--- src/rtl/axi_wr_4k_split.sv ---
// AXI write-burst splitter: cuts INCR bursts at BOUNDARY-byte address boundaries,
// regenerates wlast per sub-burst and merges the B responses into one upstream response.
module axi_wr_4k_split #(
  parameter int ASIZE     = 29,
  parameter int LSIZE     = 9,
  parameter int AXI_DSIZE = 256,
  parameter int IDSIZE    = 4,
  parameter int BOUNDARY  = 4096
) (
  input  logic                   axi_aclk,
  input  logic                   axi_rst,
  input  logic [IDSIZE-1:0]      s_awid,
  input  logic [ASIZE-1:0]       s_awaddr,
  input  logic [LSIZE-1:0]       s_awlen,
  input  logic                   s_awvalid,
  output logic                   s_awready,
  input  logic [AXI_DSIZE-1:0]   s_wdata,
  input  logic [AXI_DSIZE/8-1:0] s_wstrb,
  input  logic                   s_wlast,
  input  logic                   s_wvalid,
  output logic                   s_wready,
  output logic [IDSIZE-1:0]      s_bid,
  output logic [1:0]             s_bresp,
  output logic                   s_bvalid,
  input  logic                   s_bready,
  output logic [IDSIZE-1:0]      m_awid,
  output logic [ASIZE-1:0]       m_awaddr,
  output logic [LSIZE-1:0]       m_awlen,
  output logic [2:0]             m_awsize,
  output logic [1:0]             m_awburst,
  output logic                   m_awvalid,
  input  logic                   m_awready,
  output logic [AXI_DSIZE-1:0]   m_wdata,
  output logic [AXI_DSIZE/8-1:0] m_wstrb,
  output logic                   m_wlast,
  output logic                   m_wvalid,
  input  logic                   m_wready,
  input  logic [IDSIZE-1:0]      m_bid,
  input  logic [1:0]             m_bresp,
  input  logic                   m_bvalid,
  output logic                   m_bready,
  output logic                   wlast_err
);

  localparam int BEAT_BYTES = AXI_DSIZE / 8;
  localparam int BB_SHIFT   = $clog2(BEAT_BYTES);
  localparam int OFF_W      = $clog2(BOUNDARY);
  localparam logic [LSIZE:0] REM_ONE  = {{LSIZE{1'b0}}, 1'b1};
  localparam logic [LSIZE:0] REM_ZERO = {(LSIZE+1){1'b0}};

  typedef enum logic [2:0] {
    IDLE = 3'd0,
    M_AW = 3'd1,
    M_W  = 3'd2,
    M_B  = 3'd3,
    S_B  = 3'd4
  } state_t;

  // awlen of the next piece: min(remaining, beats left before the boundary) - 1
  function automatic logic [LSIZE-1:0] calc_len(input logic [OFF_W-1:0] off,
                                                input logic [LSIZE:0]   rem);
    logic [31:0] room_v;
    logic [31:0] piece_v;
    room_v = 32'(BOUNDARY / BEAT_BYTES) - 32'(off >> BB_SHIFT);
    if (32'(rem) < room_v) begin
      piece_v = 32'(rem);
    end else begin
      piece_v = room_v;
    end
    return LSIZE'(piece_v - 32'd1);
  endfunction

  state_t              state_r;
  state_t              state_nxt_s;
  logic [IDSIZE-1:0]   id_r;
  logic [ASIZE-1:0]    addr_r;
  logic [LSIZE:0]      rem_r;
  logic [LSIZE-1:0]    len_r;
  logic [LSIZE-1:0]    beat_r;
  logic [1:0]          resp_r;

  logic                w_hs_s;
  logic                last_beat_s;
  logic [LSIZE:0]      first_rem_s;
  logic [LSIZE-1:0]    first_len_s;
  logic [ASIZE-1:0]    addr_nxt_s;
  logic [LSIZE:0]      rem_nxt_s;
  logic [LSIZE-1:0]    next_len_s;
  logic                unused_s;

  assign unused_s    = ^m_bid;
  assign w_hs_s      = (state_r == M_W) & s_wvalid & m_wready;
  assign last_beat_s = (beat_r == len_r);
  assign first_rem_s = {1'b0, s_awlen} + REM_ONE;
  assign first_len_s = calc_len(s_awaddr[OFF_W-1:0], first_rem_s);
  assign addr_nxt_s  = addr_r + ((ASIZE'(len_r) + ASIZE'(32'd1)) << BB_SHIFT);
  assign rem_nxt_s   = rem_r - ({1'b0, len_r} + REM_ONE);
  assign next_len_s  = calc_len(addr_nxt_s[OFF_W-1:0], rem_nxt_s);

  // Control outputs decode straight from the state register; the W path is a pass-through.
  assign s_awready = (state_r == IDLE);
  assign m_awvalid = (state_r == M_AW);
  assign m_awid    = id_r;
  assign m_awaddr  = addr_r;
  assign m_awlen   = len_r;
  assign m_awsize  = 3'(BB_SHIFT);
  assign m_awburst = 2'b01;
  assign s_wready  = (state_r == M_W) & m_wready;
  assign m_wvalid  = (state_r == M_W) & s_wvalid;
  assign m_wdata   = s_wdata;
  assign m_wstrb   = s_wstrb;
  assign m_wlast   = (state_r == M_W) & last_beat_s;
  assign m_bready  = (state_r == M_B);
  assign s_bvalid  = (state_r == S_B);
  assign s_bid     = id_r;
  assign s_bresp   = resp_r;
  assign wlast_err = w_hs_s & (s_wlast != (last_beat_s & (rem_nxt_s == REM_ZERO)));

  // State register
  always_ff @(posedge axi_aclk) begin
    if (axi_rst) begin
      state_r <= IDLE;
    end else begin
      state_r <= state_nxt_s;
    end
  end

  // Next-state logic
  always_comb begin
    state_nxt_s = state_r;
    case (state_r)
      IDLE: begin
        if (s_awvalid) begin
          state_nxt_s = M_AW;
        end else begin
          state_nxt_s = IDLE;
        end
      end
      M_AW: begin
        if (m_awready) begin
          state_nxt_s = M_W;
        end else begin
          state_nxt_s = M_AW;
        end
      end
      M_W: begin
        if (w_hs_s && last_beat_s) begin
          state_nxt_s = M_B;
        end else begin
          state_nxt_s = M_W;
        end
      end
      M_B: begin
        if (!m_bvalid) begin
          state_nxt_s = M_B;
        end else if (rem_r != REM_ZERO) begin
          state_nxt_s = M_AW;
        end else begin
          state_nxt_s = S_B;
        end
      end
      S_B: begin
        if (s_bready) begin
          state_nxt_s = IDLE;
        end else begin
          state_nxt_s = S_B;
        end
      end
      default: state_nxt_s = IDLE;
    endcase
  end

  // Burst bookkeeping; the next piece's awlen is prepared at the last W beat so m_aw* is registered
  always_ff @(posedge axi_aclk) begin
    if (axi_rst) begin
      id_r   <= {IDSIZE{1'b0}};
      addr_r <= {ASIZE{1'b0}};
      rem_r  <= REM_ZERO;
      len_r  <= {LSIZE{1'b0}};
      beat_r <= {LSIZE{1'b0}};
      resp_r <= 2'b00;
    end else begin
      case (state_r)
        IDLE: begin
          if (s_awvalid) begin
            id_r   <= s_awid;
            addr_r <= s_awaddr;
            rem_r  <= first_rem_s;
            len_r  <= first_len_s;
            resp_r <= 2'b00;
          end
        end
        M_AW: begin
          if (m_awready) begin
            beat_r <= {LSIZE{1'b0}};
          end
        end
        M_W: begin
          if (w_hs_s) begin
            if (last_beat_s) begin
              addr_r <= addr_nxt_s;
              rem_r  <= rem_nxt_s;
              len_r  <= next_len_s;
            end else begin
              beat_r <= beat_r + {{(LSIZE-1){1'b0}}, 1'b1};
            end
          end
        end
        M_B: begin
          // Numeric max gives DECERR > SLVERR > OKAY
          if (m_bvalid && (m_bresp > resp_r)) begin
            resp_r <= m_bresp;
          end
        end
        default: begin
        end
      endcase
    end
  end

endmodule

--- config.mk ---
export PLATFORM = sky130hd
export DESIGN_NAME = axi_wr_4k_split
export DESIGN_NICKNAME = d
export VERILOG_FILES = /design/src/rtl/axi_wr_4k_split.sv
export SDC_FILE = /design/constraint.sdc
export NUM_CORES = 1
export LEC_CHECK = 0
export CAP_MARGIN = 15
export CORE_AREA = 2 2 272 274
export DETAILED_ROUTE_END_ITERATION = 7
export DIE_AREA = 0 0 274 276
export PLACE_DENSITY = 0.33
export SLEW_MARGIN = 20
export SYNTH_ARGS = -nofsm -noshare
export SYNTH_HDL_FRONTEND = slang
export SYNTH_SLANG_ARGS = --single-unit
--- constraint.sdc ---
create_clock -name axi_aclk -period 6.1 [get_ports axi_aclk]
set_input_delay 0.915 -clock axi_aclk [delete_from_list [all_inputs] [get_ports axi_aclk]]
set_output_delay 0.915 -clock axi_aclk [all_outputs]
set_load 0.05 [all_outputs]
# Word-level counts from Yosys, hierarchy flattened
# Index checks and enable logic that the tools add are counted.
# W data, S select, Z words.
# op_classes
addsub,10
order_cmp,3
eq_ne,12
muxes,28
n_bitwise,6
n_reduce_logical,12
# op_table
op,n
$mux W29,3
$mux W9,8
$lt A10 B32 Y1,2
$pmux W29 S2,1
$pmux W9 S2,2
$add A9 B1 Y10 const B,3
$mux W10,3
$add A29 B15 Y29,1
$pmux W10 S2,1
$sub A8 B7 Y9 const A,2
$sub A9 B1 Y9 const B,2
$pmux W3 S5,1
$logic_not A10 Y1,1
$reduce_bool A10 Y1,1
$sub A10 B10 Y10,1
$add A9 B1 Y9 const B,1
$eq A9 B9 Y1,1
$mux W3,3
$ne A2 B2 Y1 const B,4
$reduce_and A4 Y1,2
$and A1 B1 Y1,6
$eq A3 B2 Y1 const B,2
$mux W2,3
$reduce_bool A2 Y1,3
11 further kinds,14
# totals
reg_bits,66
input_bits,345
output_inout_bits,349
elab_cells,78

# Depth between registers and ports, before layout
# Gate-level depths: netlist of run 1.
# depth
depth_word,9
mapped_depth,22
depth_no_buf,21

# Worst setup path before layout of run 1
# Ideal clock, no wire load.
# synth_path
kind,reg-to-reg
start,"register len_r[1], in the netlist m_awlen[1]"
end,"register len_r[4], in the netlist m_awlen[4]"
setup_ps,91
t_arrival_ps,5012
required_time_ps,6009
path_slack_ps,998
path_stages_with_launch,18
path_buffers,0
synth_period_minus_slack_ps,5102
path_cell_list,dfxtp_1 > ha_1 > nand3_1 > xnor2_1 > ha_1 > and4_1 > or3_4 > and2_1 > or3_1 > ha_1 > and3_1 > a221oi_2 > a21oi_1 > o31ai_2 > ha_1 > o31ai_1 > or3_1 > a311oi_1
# synth_via
elab_chain_len,9
word_cells_on_any_way,14
cone_classes,add/sub: 6; order compare: 1; eq/ne: 2; mux: 4; reduce/logical: 1
# synth_rtl
item,line,source
start: declaration,78,logic [LSIZE-1:0] len_r;
start signal: assignment,179,len_r <= {LSIZE{1'b0}};
start signal: assignment,189,len_r <= first_len_s;
start signal: assignment,203,len_r <= next_len_s;
$add A9 B1 Y10,"96, 97",
$add A29 B15 Y29,96,assign addr_nxt_s = addr_r + ((ASIZE'(len_r) + ASIZE'(32'd1)) << BB_SHIFT);
$sub A8 B7 Y9,64,room_v = 32'(BOUNDARY / BEAT_BYTES) - 32'(off >> BB_SHIFT);
$lt A10 B32 Y1,65,if (32'(rem) < room_v) begin
$mux W9,65,
$sub A9 B1 Y9,70,return LSIZE'(piece_v - 32'd1);
$mux W9,200,if (last_beat_s) begin
$mux W9,199,if (w_hs_s) begin
$pmux W9 S2,183,case (state_r)
# Parallel ways exist; a longest one is shown, timed or not. The select of a mux whose other input is x is not followed.
# A chain may end at the register's enable or synchronous reset.

# Worst setup path after layout of run 1
# layout_path
start,"register len_r[0], in the netlist m_awlen[0]"
end,output wlast_err
# layout_via
elab_chain_len,6
word_cells_on_any_way,7
cone_classes,add/sub: 2; eq/ne: 2; bitwise: 2; reduce/logical: 1
# layout_rtl
item,line,source
$add A9 B1 Y10,97,"assign rem_nxt_s = rem_r - ({1'b0, len_r} + REM_ONE);"
$sub A10 B10 Y10,97,
$logic_not A10 Y1,117,assign wlast_err = w_hs_s & (s_wlast != (last_beat_s & (rem_nxt_s == REM_ZERO)));
$and A1 B1 Y1 (*),117,
$ne A1 B1 Y1 (*),117,
$and A1 B1 Y1 (*),117,
end: declaration,42,output logic wlast_err
# Mark *: on every way between the ends. The rest lies on a longest branch, timed or not.

==> run summary, run 1 <==
WL/cell: 16.40 um
CP Data Required Time: 5.18 ns
Worst slew margin: 41.69%
Clock sink count: 66
Psw: 0.8201 mW
Hold Vio Cnt, Final: 0
Post-synthesis sequential area ratio: 17.61%
Adder-Cell Fraction of Synth Area: 7.037%
Most common cell in the netlist: buf_4
Post-synthesis sequential element count: 66
Routed WL: 28.89 mm
Clock share of power: 27.0%
Syn_area_per_cell: 7.534 um^2
Initial core utilization: 10.34%
Internal power: 1.081 mW
Post-synthesis xor/xnor area fraction: 5.836%
Layout Skew: 0.008356 ns
Post-route antenna net violation count: 0
Die width: 274 um
Area delta synth->final: 4.352%
CP Max Fanout: 8
# rows: 99
Arr. time, crit path: 4.60 ns
Total GRT Usage: 7.513%
Pre-antenna DRT Iters: 4
Ys async rst share: 0%
Inserted Diodes: 0
Final instance area: 7830 um^2
Yosys top cell area share: 29.71%
Initial antenna violation count: 1
Clk_lat worst skew: 0.37 ns
Main synth FF type: dfxtp_1
Unrepaired setup endpoints after global routing: no
DRC Markers: 0
Synth unique cells: 67
Hold Crit Class: flip-flop to flip-flop
Clock transition at the registers of the reported paths: 0.06 ns
Final Setup Violations: 0
Post-Syn Area: 7503 um^2
Largest family of logic cells by synthesized area: buffers and inverters
Worst ir drop on vdd: 92.84 uV
Setup TNS: 0 ns
Startpoint types: flip-flop
Port bufs: 108
Minimum clock period: 5.514 ns
Worst-Margin Slew: 0.8746 ns
Vias in the first global route: 5946
Post-CTS setup buffer count: 0
Synthesized-area fraction occupied by and/or/nand/nor cells: 16.64%
Compound-cell area share of the yosys netlist: 19.33%
P per Cell Area: 242.8 nW/um^2
Htree depth: 3
F_max: 181.4 MHz
Cts hold-fix bufs: 0
Die area: 75620 um^2
Leak: 2.610 nW
Mux contribution to synthesized area: 0.1334%
Routability Congestion: 0.7417
CTS Buffer Depth: 2
Sequential Power Share: 26.9%
Status: complete, no violations
1st-iter DRT viols: 218
Combinational Power Share: 46.1%
Kind of critical path: flip-flop to output port
Vias: 5830
Yosys top cell by area: buf_4
First-pass GRT wire length: 41.24 mm
Fraction of power spent switching nets: 43.13%
Synth Instances: 996
CTS tree: built
Final nets: 1185
Crit end category: output port
Synth area leaders: buf_4, dfxtp_1, ha_1, nand2_1, a21oi_1
Chip Height: 276 um
Hpwl dp: 23.06 mm
I/O pin cnt: 694
Max-cap violations: 0
Clock root buffer master: clkbuf_16
Final period util: 90.39%
Synth top cells by count: buf_4, nand2_1, dfxtp_1
Number of synthesized flops with an enable pin: 0
Core area: 72590 um^2
Largest net degree at the start of global routing: 47
Share of layout cells above drive strength 1: 5.978%
DR vias/cell: 3.309
Slew Viols, Final: 0
YS warnings: 0
Post-DP Area: 7553 um^2
GRT overflow: 0
CTS Buf Count: 9
## path summary, 6_finish.rpt
check                           cells past startpoint                  endpoint  slack (ns)                      from
worst max-delay path                               14                 wlast_err        0.59   m_awlen[0]$_SDFFE_PP0P_
worst max register to register                     18   m_awlen[6]$_SDFFE_PP0P_        0.80   m_awlen[1]$_SDFFE_PP0P_
worst min register to register                      2  m_awaddr[4]$_SDFFE_PP0P_        0.45  m_awaddr[4]$_SDFFE_PP0P_
worst min-delay path                                2  m_awaddr[4]$_SDFFE_PP0P_        0.45  m_awaddr[4]$_SDFFE_PP0P_
## metal layers
metal  wire (um)  global-route usage, %
met1       11940                  8.722
met2       13000                  11.52
met3        2908                  3.526
met4         983                  3.609
met5          62                 0.5135
## registers in the layout (all words and copies together) (netlist names)
name      flops
beat_r        9
m_awlen       9
m_awid        4
rem_r        10
state_r       3
m_awaddr     29
s_bresp       2
## power groups by stage
stage,clock [mW],sequential [mW],combinational (mW)
floorplan,0,0.601,1.02
global placement,0,0.522,0.884
detailed placement,0,0.523,0.886
CTS,0.542,0.514,0.890
global route,0.553,0.520,0.964
finish,0.514,0.512,0.876
## repair_timing
| action | 4_1_cts | 5_1_grt |
|---|---|---|
| endpoints found under the setup margin | 0 | 1 |
| gates resized for setup | 0 | 1 |
| endpoints found under the hold margin | 0 | 0 |
## cell type report
cell class / count / area, um^2
clock buffer: 12 / 256.5
clock inverter: 3 / 15.01
fill: 8489 / 64760
inverter: 35 / 131.4
multi-input combinational: 566 / 3732
sequential: 66 / 1321
tap: 959 / 1200
timing repair buffer: 121 / 1174
## cell usage in the layout (no fill, tap or decap), types with 13 or more instances in the layout
master and n:
o21a_1 13, a311oi_1 13, clkdlybuf4s50_1 107, nor3_1 18, dfxtp_1 66, buf_4 13
nor2_1 63, o21ai_0 36, ha_1 39, xor2_1 25, nand3_1 22, a21oi_1 53
inv_1 35, xnor2_1 25, nand2_1 83, a211oi_1 18
## cells by family after synthesis
kind of cell,count (synthesis)
XOR/XNOR,50
multiplexers,1
AND/OR/NAND/NOR,259
adder cells (fa/ha/maj),41
AO/OA/AOI/OAI,210
flip-flops,66
other,2
buffers and inverters,367
## worst max-delay path, stage by stage (launching register included)
cell and delay (ns):
dfxtp_1 0.44, inv_1 0.19, ha_1 0.22, inv_1 0.07
fa_1 0.40, nor2b_1 0.19, o31a_1 0.20, o21a_1 0.20
o221ai_1 0.14, a211o_1 0.41, a2111oi_2 0.59, buf_4 0.22
xnor2_1 0.06, nor2_1 0.10, clkdlybuf4s50_1 0.82
## through the flow
stage / power [mW] / setup slack, ns / hold slack, ns / util (%) / cells
2_1_floorplan: 1.620 / 0.9975 / 0.4487 / - / 999
3_3_place_gp: 1.406 / 0.3591 / 0.4435 / 10.40 / 1747
3_5_place_dp: 1.408 / 0.6315 / 0.4466 / 10.41 / 1747
4_1_cts: 1.945 / 0.2236 / 0.4552 / 10.78 / 1762
5_1_grt: 2.037 / 0.2510 / 0.4888 / 10.79 / 1762
6_report: 1.901 / 0.5864 / 0.4516 / 10.79 / 1762
No activity file was read; power rests on OpenSTA's default activity.
==> run 2: changes to the inputs <==
--- a/config.mk
+++ b/config.mk
@@ -6,10 +6,12 @@
 export NUM_CORES = 1
 export LEC_CHECK = 0
 export CAP_MARGIN = 15
-export CORE_AREA = 2 2 272 274
+export CELL_PAD_IN_SITES_DETAIL_PLACEMENT = 1
+export CELL_PAD_IN_SITES_GLOBAL_PLACEMENT = 2
+export CORE_AREA = 5 5 266 268
 export DETAILED_ROUTE_END_ITERATION = 7
-export DIE_AREA = 0 0 274 276
-export PLACE_DENSITY = 0.33
+export DIE_AREA = 0 0 271 273
+export PLACE_DENSITY = 0.63
 export SLEW_MARGIN = 20
 export SYNTH_ARGS = -nofsm -noshare
 export SYNTH_HDL_FRONTEND = slang
==> constraint.sdc (replaced) <==
create_clock -name axi_aclk -period 5.84 [get_ports axi_aclk]
set_input_delay 0.876 -clock axi_aclk [delete_from_list [all_inputs] [get_ports axi_aclk]]
set_output_delay 0.876 -clock axi_aclk [all_outputs]
set_load 0.05 [all_outputs]
==> run 2 against run 1 <==
Effect of this change:
- clock power up 21%
- utilization grew 0.67 points
- critical path type unchanged
- clock skew up 0.00057 ns
==> run summary, run 2 (synthesis gave the netlist of run 1 again) <==
Hold Crit Class: flip-flop to flip-flop
Kind of critical path: flip-flop to output port
Slew Viols, Final: 0
Htree depth: 3
Clock transition at the registers of the reported paths: 0.06 ns
Startpoint types: flip-flop
Layout Skew: 0.008925 ns
Worst ir drop on vdd: 107.3 uV
Hold Vio Cnt, Final: 0
Status: complete, no violations
DR vias/cell: 3.541
1st-iter DRT viols: 215
Max-cap violations: 0
Final Setup Violations: 0
Post-route antenna net violation count: 0
Hold_ws: 0.4563 ns
Routability Congestion: 0.7483
Leak: 2.636 nW
Most common cell after layout, fill and taps aside: clkdlybuf4s50_1
Final instance area: 7806 um^2
Vias: 5980
Port bufs: 108
Clk_lat worst skew: 0.35 ns
Pre-antenna DRT Iters: 4
Min setup slack post-route: 0.5576 ns
Die width: 271 um
# rows: 96
WL/cell: 17.75 um
Number of fill cells: 8081
Setup TNS: 0 ns
DRC Markers: 0
First-pass GRT wire length: 43.17 mm
Dpl cells: 1672
Initial antenna violation count: 3
Worst slack at placement: 0.4730 ns
Clock root buffer master: clkbuf_16
Crit end category: output port
Largest net degree at the start of global routing: 46
Initial core utilization: 11.02%
Share of layout cells above drive strength 1: 6.452%
Die area: 73980 um^2
Final period util: 90.45%
Post-layout util: 11.46%
Post-CTS setup buffer count: 0
Core area: 68110 um^2
Worst-Margin Slew: 1.045 ns
CTS tree: built
Register Area: 1321 um^2
Most frequent cells in the layout: clkdlybuf4s50_1, nand2_1, dfxtp_1
Unrepaired setup endpoints after global routing: no
Non-Filler Instances: 1689
CTS Buffer Depth: 2
CTS Buf Count: 9
Clock sink count: 66
P per Cell Area: 266.6 nW/um^2
Chip Height: 273 um
Reg2reg path depth: 19
Hold Path Depth: 2
Final nets: 1187
CP Data Required Time: 4.96 ns
CP Max Fanout: 5
Multi-input combinational cell area: 3732 um^2
Arr. time, crit path: 4.41 ns
I/O pin cnt: 694
Post-DP Area: 7472 um^2
Total GRT Usage: 7.802%
Max FFs per register: 29
GRT overflow: 0
Minimum clock period: 5.282 ns
Worst slew margin: 29.66%
Hpwl dp: 24.43 mm
Total power: 2.081 mW
Area delta synth->final: 4.035%
Routed WL: 29.99 mm
Vias in the first global route: 6321
F_max: 189.3 MHz
## run 2: cell types whose count changed in the layout (fill, tap and decap cells not counted), sizes merged
| cell | previous run | this run |
|---|---|---|
| buf | 14 | 16 |
| bufinv | 0 | 2 |
| clkbuf | 12 | 9 |
| clkinv | 3 | 1 |
| clkinvlp | 0 | 2 |
| diode | 0 | 1 |
| inv | 35 | 37 |
## run 2: worst max-delay path, stage by stage (launching register included)
cell and delay [ns]:
dfxtp_1 0.34, inv_1 0.14, ha_1 0.22, inv_1 0.07
fa_1 0.41, nor2b_1 0.17, o31a_1 0.20, o21a_1 0.19
o221ai_1 0.14, a211o_1 0.41, a2111oi_2 0.57, buf_4 0.21
xnor2_1 0.06, nor2_1 0.10, clkdlybuf4s50_1 0.82
## run 2: final timing paths
kind	slack (ns)	from	end
setup reg to reg	0.64	m_awlen[1]$_SDFFE_PP0P_	m_awlen[6]$_SDFFE_PP0P_
hold / removal	0.46	m_awaddr[4]$_SDFFE_PP0P_	m_awaddr[4]$_SDFFE_PP0P_
setup / recovery	0.56	m_awlen[0]$_SDFFE_PP0P_	wlast_err
hold reg to reg	0.46	m_awaddr[4]$_SDFFE_PP0P_	m_awaddr[4]$_SDFFE_PP0P_
## run 2: cell type report
class	instances	share of cell area (%)
diodes	1	0.03206
clock inverters	7	1.298
repair buffers	123	15.23
well taps	882	14.14
clock buffers	9	2.885
multi-input cells	566	47.81
inverters	35	1.683
flip-flops and latches	66	16.93
## run 2: per-layer routing
| layer | global-route usage [%] | wire (um) |
|---|---|---|
| met1 | 8.563 | 11610 |
| met2 | 11.96 | 13010 |
| met3 | 4.530 | 3952 |
| met4 | 3.909 | 1329 |
| met5 | 0.7237 | 91 |
## run 2: where the power goes
part	internal (mW)	switching, mW	total [mW]	leakage [nW]
clock	0.378	0.245	0.623	0.153
combinational	0.335	0.594	0.929	1.94
sequential	0.487	0.0423	0.530	0.542
total	1.20	0.881	2.08	2.64
## run 2: timing repair
action	4_1_cts	5_1_grt
gates resized for setup	0	1
endpoints found under the setup margin	0	1
hold buffers	0	0
==> run 3: changes to the inputs <==
--- a/config.mk
+++ b/config.mk
@@ -8,10 +8,11 @@
 export CAP_MARGIN = 15
 export CELL_PAD_IN_SITES_DETAIL_PLACEMENT = 1
 export CELL_PAD_IN_SITES_GLOBAL_PLACEMENT = 2
-export CORE_AREA = 5 5 266 268
+export CORE_AREA = 5 5 264 266
 export DETAILED_ROUTE_END_ITERATION = 7
-export DIE_AREA = 0 0 271 273
-export PLACE_DENSITY = 0.63
+export DIE_AREA = 0 0 269 271
+export DONT_BUFFER_PORTS = 1
+export PLACE_DENSITY = 0.35
 export SLEW_MARGIN = 20
 export SYNTH_ARGS = -nofsm -noshare
 export SYNTH_HDL_FRONTEND = slang
==> run 3 against run 2 <==
Effect of this change:
- utilization down 1.3 points
- cell count down 6.2%
- count of clock-buffer cells in the layout up 3
- clock skew down 0.0017 ns
- sequential share of layout area up 2.6 points
- flip-flop and latch count unchanged
- setup slack worse by 0.061 ns
- sequential power up 14%
- critical path depth up 5
- clock power down 12%
- first-iteration DRC count down 3.3%
- die area down 1.5%
- critical endpoint is now m_awlen[6]$_SDFFE_PP0P_
- highest routed layer unchanged
==> run summary, run 3 (synthesis gave the netlist of run 1 again) <==
Final period util: 91.49%
Most frequent CP cell: ha_1
Worst path slowest cell: dfxtp_1
Die width: 269 um
Worst ir drop on vdd: 136.6 uV
Clock share of power: 28.4%
Unrepaired setup endpoints after global routing: no
Final nets: 1093
Hpwl dp: 23.14 mm
Share of layout cells above drive strength 1: 9.142%
Total power: 1.936 mW
First-pass GRT wire length: 41.36 mm
CTS tree: built
Final Setup Violations: 0
Critical R2R Capture: m_awlen[6]$_SDFFE_PP0P_
DR vias/cell: 3.454
CP Max Fanout: 6
Cts hold-fix bufs: 0
CP Data Required Time: 6.12 ns
Reg2Reg Setup Slack: 0.50 ns
Reg2reg path depth: 19
Crit end category: flip-flop
Leak: 2.303 nW
Sequential Power Share: 31.1%
Post-CTS setup buffer count: 0
Routability Congestion: 0.6872
CP bufs+invs: 1
Initial core utilization: 11.23%
1st-iter DRT viols: 208
Total GRT Usage: 7.754%
Worst-Margin Slew: 1.069 ns
Slew Viols, Final: 0
Vias: 5474
Startpoint types: flip-flop
WL/cell: 18.34 um
Post-route antenna net violation count: 0
Clk_lat worst skew: 0.37 ns
CP cell instances: inv_1 > nor3_1 > nand3_1 > xnor2_1 > ha_1 > or3_4 > and2_1 > or3_1 > ha_1 > and3_1 > a221oi_2 > a21oi_1 > a21oi_1 > o21a_1 > ha_1 > o31ai_1 > nor4_2 > xor2_1 > a211oi_1
Hold Crit Class: flip-flop to flip-flop
Psw: 0.8692 mW
Number of fill cells: 7994
Minimum clock period: 5.343 ns
Kind of critical path: flip-flop to flip-flop
RR Startpoint: m_awlen[2]$_SDFFE_PP0P_
Pre-antenna DRT Iters: 4
Crit-path leading delay family: simple AND/OR/NAND/NOR gates
Area delta synth->final: -9.622%
F_max: 187.2 MHz
Most frequent cells in the layout: nand2_1, dfxtp_1, nor2_1
Most common cell after layout, fill and taps aside: nand2_1
Clock transition at the registers of the reported paths: 0.06 ns
Hold_ws: 0.4787 ns
Cts repair resizes: 0
Hold Path Depth: 2
Max FFs per register: 29
Setup TNS: 0 ns
Fraction of power spent switching nets: 44.90%
Combinational Power Share: 40.4%
Chip Height: 271 um
# rows: 95
Worst slew margin: 28.43%
Crit path largest cell delay: 0.53 ns
Routed WL: 29.07 mm
Layout Skew: 0.007236 ns
Vias in the first global route: 5648
Max-cap violations: 0
CTS Buffer Depth: 2
CTS Buf Count: 9
Hold Vio Cnt, Final: 0
Clock root buffer master: clkbuf_16
Htree depth: 3
DRC Markers: 0
Worst Hold Path EP: rem_r[7]$_SDFFE_PP0P_
Core area: 66800 um^2
Clock sink count: 66
GRT overflow: 0
HP Start: rem_r[7]$_SDFFE_PP0P_
I/O pin cnt: 694
Largest net degree at the start of global routing: 62
Die area: 72900 um^2
Initial antenna violation count: 2
Internal power: 1.067 mW
Arr. time, crit path: 5.62 ns
P per Cell Area: 285.5 nW/um^2
Port bufs: 0
Status: complete, no violations
[run 3: cell count changes in the layout (fill, tap and decap cells not counted), sizes merged]
cell	previous run	this run
inv	37	35
bufinv	2	0
clkinvlp	2	0
buf	16	29
clkbuf	9	12
clkdlybuf4s50	107	0
clkinv	1	3
[run 3: routing by layer]
| metal | routed length (um) | track usage (%) | vias to the layer above |
|---|---|---|---|
| li1 | - | - | 2549 |
| met1 | 12450 | 9.547 | 2549 |
| met2 | 12450 | 11.47 | 268 |
| met3 | 3216 | 4.153 | 106 |
| met4 | 940 | 2.722 | 2 |
| met5 | 13 | 0 | - |
[run 3: per-stage QoR]
step	instance area, um^2	instances	setup slack (ns)	util [%]
floorplan	7515	999	0.7375	-
detailed placement	6507	1569	0.4681	9.742
global route	6779	1584	0.08870	10.15
finish	6782	1585	0.4971	10.15
CTS	6779	1584	0.4384	10.15
global placement	6507	1569	0.4814	9.742
[run 3: layout make-up]
cell class	instances	area [um^2]	share of cell area [%]
Timing Repair Buffer	29	230.2	3.395
Tap cell	873	1092	16.11
Sequential cell	66	1321	19.48
Clock buffer	12	256.5	3.782
Antenna cell	1	2.502	0.03690
Multi-Input combinational cell	566	3732	55.04
Clock inverter	3	15.01	0.2214
Inverter	35	131.4	1.937
[run 3: worst max-delay path by stage]
stage | slack [ns] | cells past startpoint | from | endpoint
6_report | 0.50 | 19 | m_awlen[2]$_SDFFE_PP0P_ | m_awlen[6]$_SDFFE_PP0P_
5_1_grt | 0.09 | 18 | m_awlen[2]$_SDFFE_PP0P_ | m_awlen[6]$_SDFFE_PP0P_
3_3_place_gp | 0.48 | 19 | m_awlen[1]$_SDFFE_PP0P_ | m_awlen[6]$_SDFFE_PP0P_
4_1_cts | 0.44 | 19 | m_awlen[2]$_SDFFE_PP0P_ | m_awlen[6]$_SDFFE_PP0P_
2_1_floorplan | 0.74 | 17 | m_awlen[1]$_SDFFE_PP0P_ | m_awlen[4]$_SDFFE_PP0P_
3_5_place_dp | 0.47 | 19 | m_awlen[1]$_SDFFE_PP0P_ | m_awlen[6]$_SDFFE_PP0P_
[run 3: worst min-delay path, cell delays in order, from the launching register on]
cell	delay, ns
dfxtp_1	0.32
nand2_1	0.06
a21oi_1	0.05
[run 3: power groups by stage]
stage	Sequential (mW)	Combinational [mW]	Clock [mW]
2_1_floorplan	0.627	1.06	0
6_report	0.603	0.783	0.551
5_1_grt	0.611	0.871	0.606
3_5_place_dp	0.617	0.801	0
3_3_place_gp	0.616	0.802	0
4_1_cts	0.607	0.805	0.593
